--- src/rtl/control_leer_pkg.sv ---
// Shared definitions for the RTC read sequencer: FSM encoding, register indices, RTC addresses.
package control_leer_pkg;

    localparam int unsigned IDX_W  = 4;
    localparam int unsigned ADDR_W = 8;

    typedef enum logic [2:0] {
        IDLE  = 3'd0,
        REQ   = 3'd1,
        WAIT  = 3'd2,
        LOAD  = 3'd3,
        DONE  = 3'd4,
        ABORT = 3'd5
    } state_t;

    // Register-file indices (clock/date first, timer last)
    localparam logic [IDX_W-1:0] IDX_SEG   = 4'd0;
    localparam logic [IDX_W-1:0] IDX_MIN   = 4'd1;
    localparam logic [IDX_W-1:0] IDX_HORA  = 4'd2;
    localparam logic [IDX_W-1:0] IDX_DIA   = 4'd3;
    localparam logic [IDX_W-1:0] IDX_MES   = 4'd4;
    localparam logic [IDX_W-1:0] IDX_ANIO  = 4'd5;
    localparam logic [IDX_W-1:0] IDX_TSEG  = 4'd6;
    localparam logic [IDX_W-1:0] IDX_TMIN  = 4'd7;
    localparam logic [IDX_W-1:0] IDX_THORA = 4'd8;

    // RTC addresses, common to the read and write controllers
    localparam logic [ADDR_W-1:0] ADDR_SEG   = 8'h21;
    localparam logic [ADDR_W-1:0] ADDR_MIN   = 8'h22;
    localparam logic [ADDR_W-1:0] ADDR_HORA  = 8'h23;
    localparam logic [ADDR_W-1:0] ADDR_DIA   = 8'h24;
    localparam logic [ADDR_W-1:0] ADDR_MES   = 8'h25;
    localparam logic [ADDR_W-1:0] ADDR_ANIO  = 8'h26;
    localparam logic [ADDR_W-1:0] ADDR_TSEG  = 8'h41;
    localparam logic [ADDR_W-1:0] ADDR_TMIN  = 8'h42;
    localparam logic [ADDR_W-1:0] ADDR_THORA = 8'h43;
    localparam logic [ADDR_W-1:0] ADDR_NONE  = 8'h00;

endpackage

--- src/rtl/control_leer_deco.sv ---
// Index -> RTC address / hour-register flag decoder, mirror of the write-side decoder.
module deco_leer
    import control_leer_pkg::*;
(
    input  logic [IDX_W-1:0]  i_index,
    output logic [ADDR_W-1:0] o_dir,
    output logic              o_es_hora
);

    // Address lookup; unlisted indices decode to 0x00
    always_comb begin
        o_dir = ADDR_NONE;
        case (i_index)
            IDX_SEG:   o_dir = ADDR_SEG;
            IDX_MIN:   o_dir = ADDR_MIN;
            IDX_HORA:  o_dir = ADDR_HORA;
            IDX_DIA:   o_dir = ADDR_DIA;
            IDX_MES:   o_dir = ADDR_MES;
            IDX_ANIO:  o_dir = ADDR_ANIO;
            IDX_TSEG:  o_dir = ADDR_TSEG;
            IDX_TMIN:  o_dir = ADDR_TMIN;
            IDX_THORA: o_dir = ADDR_THORA;
            default:   o_dir = ADDR_NONE;
        endcase
    end

    assign o_es_hora = (i_index == IDX_HORA) || (i_index == IDX_THORA);

endmodule

--- src/rtl/control_leer.sv ---
// RTC read sequencer: walks the register list, one bus read and one load strobe per register.
module control_leer
    import control_leer_pkg::*;
#(
    parameter int unsigned TIMEOUT = 255,
    parameter int unsigned N_REG   = 9
)(
    input  logic              clk,
    input  logic              reset,
    input  logic              Inicio_L,
    input  logic              Fin_bus,
    input  logic              SF_Timer,
    input  logic              SF_24_12,
    output logic              Rd_bus,
    output logic [ADDR_W-1:0] dir_RTC,
    output logic [IDX_W-1:0]  sel_reg_R,
    output logic              Ld_reg,
    output logic              sel_hora,
    output logic              Fin_L,
    output logic              Err_L
);

    localparam int unsigned CNT_W = (TIMEOUT > 1) ? $clog2(TIMEOUT) : 1;

    state_t             r_state;
    state_t             w_state_nxt;
    logic [IDX_W-1:0]   r_index;
    logic [IDX_W-1:0]   w_index_nxt;
    logic [CNT_W-1:0]   r_cnt;
    logic [CNT_W-1:0]   w_cnt_nxt;
    logic               r_timer;
    logic               w_timer_nxt;
    logic [IDX_W-1:0]   w_last;

    logic               r_rd;
    logic               r_ld;
    logic               r_hora;
    logic               r_fin;
    logic               r_err;
    logic [ADDR_W-1:0]  r_dir;
    logic               w_rd_nxt;
    logic               w_ld_nxt;
    logic               w_hora_nxt;
    logic               w_fin_nxt;
    logic               w_err_nxt;
    logic [ADDR_W-1:0]  w_dir_nxt;
    logic               w_es_hora_nxt;

    // Timer registers extend the list only when latched at start
    assign w_last = r_timer ? IDX_W'(N_REG - 1) : IDX_ANIO;

    // Decode of the upcoming index so address and hour flag register with it
    deco_leer u_deco (
        .i_index   (w_index_nxt),
        .o_dir     (w_dir_nxt),
        .o_es_hora (w_es_hora_nxt)
    );

    // State, index, wait counter and timer-mode latch
    always_ff @(posedge clk) begin
        if (reset) begin
            r_state <= IDLE;
            r_index <= '0;
            r_cnt   <= '0;
            r_timer <= 1'b0;
        end else begin
            r_state <= w_state_nxt;
            r_index <= w_index_nxt;
            r_cnt   <= w_cnt_nxt;
            r_timer <= w_timer_nxt;
        end
    end

    // Next-state logic; Fin_bus beats the timeout on the last wait cycle
    always_comb begin
        w_state_nxt = r_state;
        w_index_nxt = r_index;
        w_cnt_nxt   = r_cnt;
        w_timer_nxt = r_timer;
        case (r_state)
            IDLE: begin
                if (Inicio_L) begin
                    w_state_nxt = REQ;
                    w_index_nxt = '0;
                    w_timer_nxt = SF_Timer;
                end
            end
            REQ: begin
                w_cnt_nxt   = '0;
                w_state_nxt = WAIT;
            end
            WAIT: begin
                if (Fin_bus) begin
                    w_state_nxt = LOAD;
                end else if (r_cnt == CNT_W'(TIMEOUT - 1)) begin
                    w_state_nxt = ABORT;
                end else begin
                    w_cnt_nxt = r_cnt + CNT_W'(1);
                end
            end
            LOAD: begin
                if (r_index == w_last) begin
                    w_state_nxt = DONE;
                end else begin
                    w_index_nxt = r_index + IDX_W'(1);
                    w_state_nxt = REQ;
                end
            end
            DONE:    w_state_nxt = IDLE;
            ABORT:   w_state_nxt = IDLE;
            default: w_state_nxt = IDLE;
        endcase
    end

    // Moore outputs of the upcoming state, registered below
    always_comb begin
        w_rd_nxt   = 1'b0;
        w_ld_nxt   = 1'b0;
        w_hora_nxt = 1'b0;
        w_fin_nxt  = 1'b0;
        w_err_nxt  = 1'b0;
        case (w_state_nxt)
            REQ:  w_rd_nxt = 1'b1;
            LOAD: begin
                w_ld_nxt   = 1'b1;
                w_hora_nxt = SF_24_12 & w_es_hora_nxt;
            end
            DONE: w_fin_nxt = 1'b1;
            ABORT: begin
                w_fin_nxt = 1'b1;
                w_err_nxt = 1'b1;
            end
            default: ;
        endcase
    end

    // Output registers
    always_ff @(posedge clk) begin
        if (reset) begin
            r_rd   <= 1'b0;
            r_ld   <= 1'b0;
            r_hora <= 1'b0;
            r_fin  <= 1'b0;
            r_err  <= 1'b0;
            r_dir  <= ADDR_SEG;
        end else begin
            r_rd   <= w_rd_nxt;
            r_ld   <= w_ld_nxt;
            r_hora <= w_hora_nxt;
            r_fin  <= w_fin_nxt;
            r_err  <= w_err_nxt;
            r_dir  <= w_dir_nxt;
        end
    end

    assign Rd_bus    = r_rd;
    assign Ld_reg    = r_ld;
    assign sel_hora  = r_hora;
    assign Fin_L     = r_fin;
    assign Err_L     = r_err;
    assign dir_RTC   = r_dir;
    assign sel_reg_R = r_index;

endmodule

--- config.mk ---
export PLATFORM = sky130hd
export DESIGN_NAME = control_leer
export DESIGN_NICKNAME = d
export VERILOG_FILES = /design/src/rtl/control_leer_pkg.sv /design/src/rtl/control_leer_deco.sv /design/src/rtl/control_leer.sv
export SDC_FILE = /design/constraint.sdc
export NUM_CORES = 1
export LEC_CHECK = 0
export ABC_AREA = 1
export BUFFER_PORTS_ARGS = -buffer_cell sky130_fd_sc_hd__buf_2
export CAP_MARGIN = 15
export CORE_MARGIN = 2
export CORE_UTILIZATION = 39
export DETAILED_ROUTE_END_ITERATION = 8
export PLACE_DENSITY = 0.6
export SLEW_MARGIN = 5
export SYNTH_ARGS = -nofsm -noshare
export SYNTH_HDL_FRONTEND = slang
export SYNTH_SLANG_ARGS = --single-unit
--- constraint.sdc ---
create_clock -name clk -period 1.5 [get_ports clk]
set_input_delay 0.225 -clock clk [delete_from_list [all_inputs] [get_ports clk]]
set_output_delay 0.225 -clock clk [all_outputs]
set_load 0.01 [all_outputs]
==> impl_metrics.json <==
{
  "crit_fanout": 4,
  "synth.avg_cell_area_um2": 7.05,
  "skew_ns": 0.00107,
  "vias_per_cell": 4.75,
  "synth.distinct_cells": 26,
  "max_freq_mhz": 643,
  "pre_cts_slack_ns": -0.0670,
  "hold_depth": 3,
  "slew_violations": 0,
  "ys_ff_latch": 26,
  "netlist_area_um2": 1350,
  "ys_seq_area_share_pct": 38.4,
  "io_pins": 23,
  "cts-root-buf": "clkbuf_4",
  "cp-startpoint": "sel_reg_R[3]$_SDFF_PP0_",
  "synth_edf_count": 0,
  "netlist.area_leader.share_pct": 38.4,
  "crit_path_end_kind": "flip-flop",
  "yosysWarnings": 0,
  "min_path_type": "primary input to flip-flop",
  "arrival_ns": 1.83,
  "grt_pass1_wl_um": 5860,
  "utilization_pct": 65.2,
  "stdcell_count": 300,
  "yosys-top-cells-area": "dfxtp_1 38%, nand2_1 13%, nand3_1 7.4%",
  "antenna_found_initial": 0,
  "fin_ws_ns": -0.0543,
  "htreeDepth": 1,
  "fin_nets": 267,
  "die_y_um": 62.9,
  "power_leakage_nw": 1.00,
  "synthFlopType": "dfxtp_1",
  "clock_sinks": 26,
  "violations": "negative setup slack",
  "grt_max_degree": 18,
  "std_cell_rows": 21,
  "top_register": "r_cnt",
  "grtUsageTotal_pct": 18.7,
  "grt_overflow": 0,
  "ir_drop_mv": 0.472,
  "antenna_cells": 0,
  "rsz0062_at_grt": "yes",
  "hpwl_um": 2400,
  "first_global_vias": 1364,
  "synth_cells": 192,
  "async_reset_ff_share_pct": 0,
  "hold_path_end": "sel_hora$_SDFF_PP0_",
  "timing.hold.ws_ns": 0.113,
  "cts_buffer_depth": 2,
  "tns_ns": -0.0543,
  "cp.required_ns": 1.78,
  "synth.largest_area_cell": "dfxtp_1",
  "min_from": "SF_24_12",
  "drtIter0Drc": 40,
  "setup_violations": 1,
  "clk_latency_ns": 0.33,
  "place_inst": 281,
  "finalCritPeriodShare_pct": 104,
  "crit_type": "flip-flop to flip-flop",
  "powerDensity_nw_per_um2": 713,
  "worstRegToRegCells": 12,
  "vias": 1426,
  "io_buffers": 19,
  "ant_nets": 0,
  "die_area_um2": 3960,
  "wl_per_cell_um": 11.9,
  "routed_wl_um": 3580,
  "yosysMostFrequentCell": "nand2_1",
  "outcome": "finished with violations",
  "largest_reg_flops": 8,
  "tritoncts": "yes",
  "coreArea_um2": 3340,
  "cts_buffers": 3,
  "fillers": 300,
  "drtPass1Iterations": 4,
  "r2r-start": "sel_reg_R[3]$_SDFF_PP0_",
  "r2r_end": "dir_RTC[1]$_SDFF_PP0_",
  "syn_to_final_growth_pct": 60.7,
  "initial_core_util_pct": 40.6,
  "drc": 0,
  "hold_viol": 0,
  "dieWidth_um": 62.9,
  "startpoint_type": "flip-flop",
  "fin_crit_ns": 1.55,
  "rrSetupSlack_ns": -0.05,
  "gp_congestion": 0.859,
  "drv_cap": 0,
  "yosys-top-cells-count": "46 x nand2_1, 26 x dfxtp_1, 25 x inv_1, 20 x nand3_1, 16 x nor2_1",
  "layout-drive-gt1-share_pct": 55.9,
  "path_clk_slew_ns": 0.14
}
critical path: stages, from the launching register on:
cell     delay [ns]
dfxtp_4        0.40
inv_2          0.04
nand2_2        0.06
nand2_2        0.08
nand3_4        0.08
nand2_4        0.07
o21ai_4        0.18
inv_2          0.07
ha_4           0.27
inv_2          0.03
nand3_2        0.05
nand2_1        0.05
a21oi_1        0.12
layout make-up:
class,count,area (µm²),area share (%)
well taps,46,57.6,2.65
clock buffers,3,22.5,1.04
inverters,28,115,5.29
multi-input cells,135,988,45.4
clock inverters,1,3.75,0.173
repair buffers,61,440,20.2
flip-flops and latches,26,548,25.2
layer usage:
metal / GRT usage [%] / up-vias / share of wire (%)
li1: - / 734 / -
met1: 24.4 / 658 / 47
met2: 31.1 / 27 / 48
met3: 2.70 / 7 / 3.6
met4: 6.67 / 0 / 1.9
met5: 0 / - / 0
what timing repair did:
action,4_1_cts,5_1_grt
endpoints found under the setup margin,5,20
pin swaps,9,22
setup buffers,11,4
gates resized for setup,13,69
cloned,0,0
hold buffers,0,0
worst max-delay path by stage:
stage / depth (start not counted) / end
finish: 12 / dir_RTC[1]$_SDFF_PP0_
floorplan: 12 / dir_RTC[1]$_SDFF_PP0_
detailed placement: 12 / dir_RTC[1]$_SDFF_PP0_
CTS: 9 / dir_RTC[2]$_SDFF_PP0_
global route: 11 / dir_RTC[1]$_SDFF_PP0_
global placement: 12 / dir_RTC[1]$_SDFF_PP0_
power breakdown:
part	internal, mW	leakage [nW]	switching, mW
Combinational	0.228	0.770	0.270
Sequential	0.711	0.217	0.0245
Clock	0.0979	0.0154	0.220
logic make-up after synthesis:
| family | after synthesis | share of synthesized area, % |
|---|---|---|
| AOI/OAI and AO/OA | 23 | 9.24 |
| xor gates and xnor gates | 4 | 2.59 |
| adders and majority gates | 6 | 5.55 |
| buffers and inverters | 33 | 10.2 |
| DFF | 26 | 38.4 |
| other | 1 | 0.277 |
| and+or+nand+nor | 99 | 33.7 |
metrics by stage:
step,instance area (µm²),total power [mW]
2_1_floorplan,1400,0.917
3_3_place_gp,1730,1.05
3_5_place_dp,1730,1.05
4_1_cts,1900,1.42
5_1_grt,2180,1.63
6_report,2180,1.55
cells in the final DEF, fill, tap and decap left out, types with 5 or more instances in the layout:
cell | synthesis | final
nand2_4 | 1 | 10
inv_1 | 25 | 15
nand2_1 | 46 | 28
nor2_1 | 16 | 11
a21oi_1 | 14 | 7
buf_6 | 0 | 8
nand3_1 | 20 | 13
inv_2 | 2 | 11
dfxtp_1 | 26 | 16
nand2_2 | 4 | 13
a21oi_2 | 0 | 7
nand3_2 | 1 | 7
buf_2 | 0 | 19
dfxtp_4 | 0 | 6
nor2_4 | 0 | 5
buf_4 | 3 | 34
Note: power is estimated with default switching activity, not from simulation.
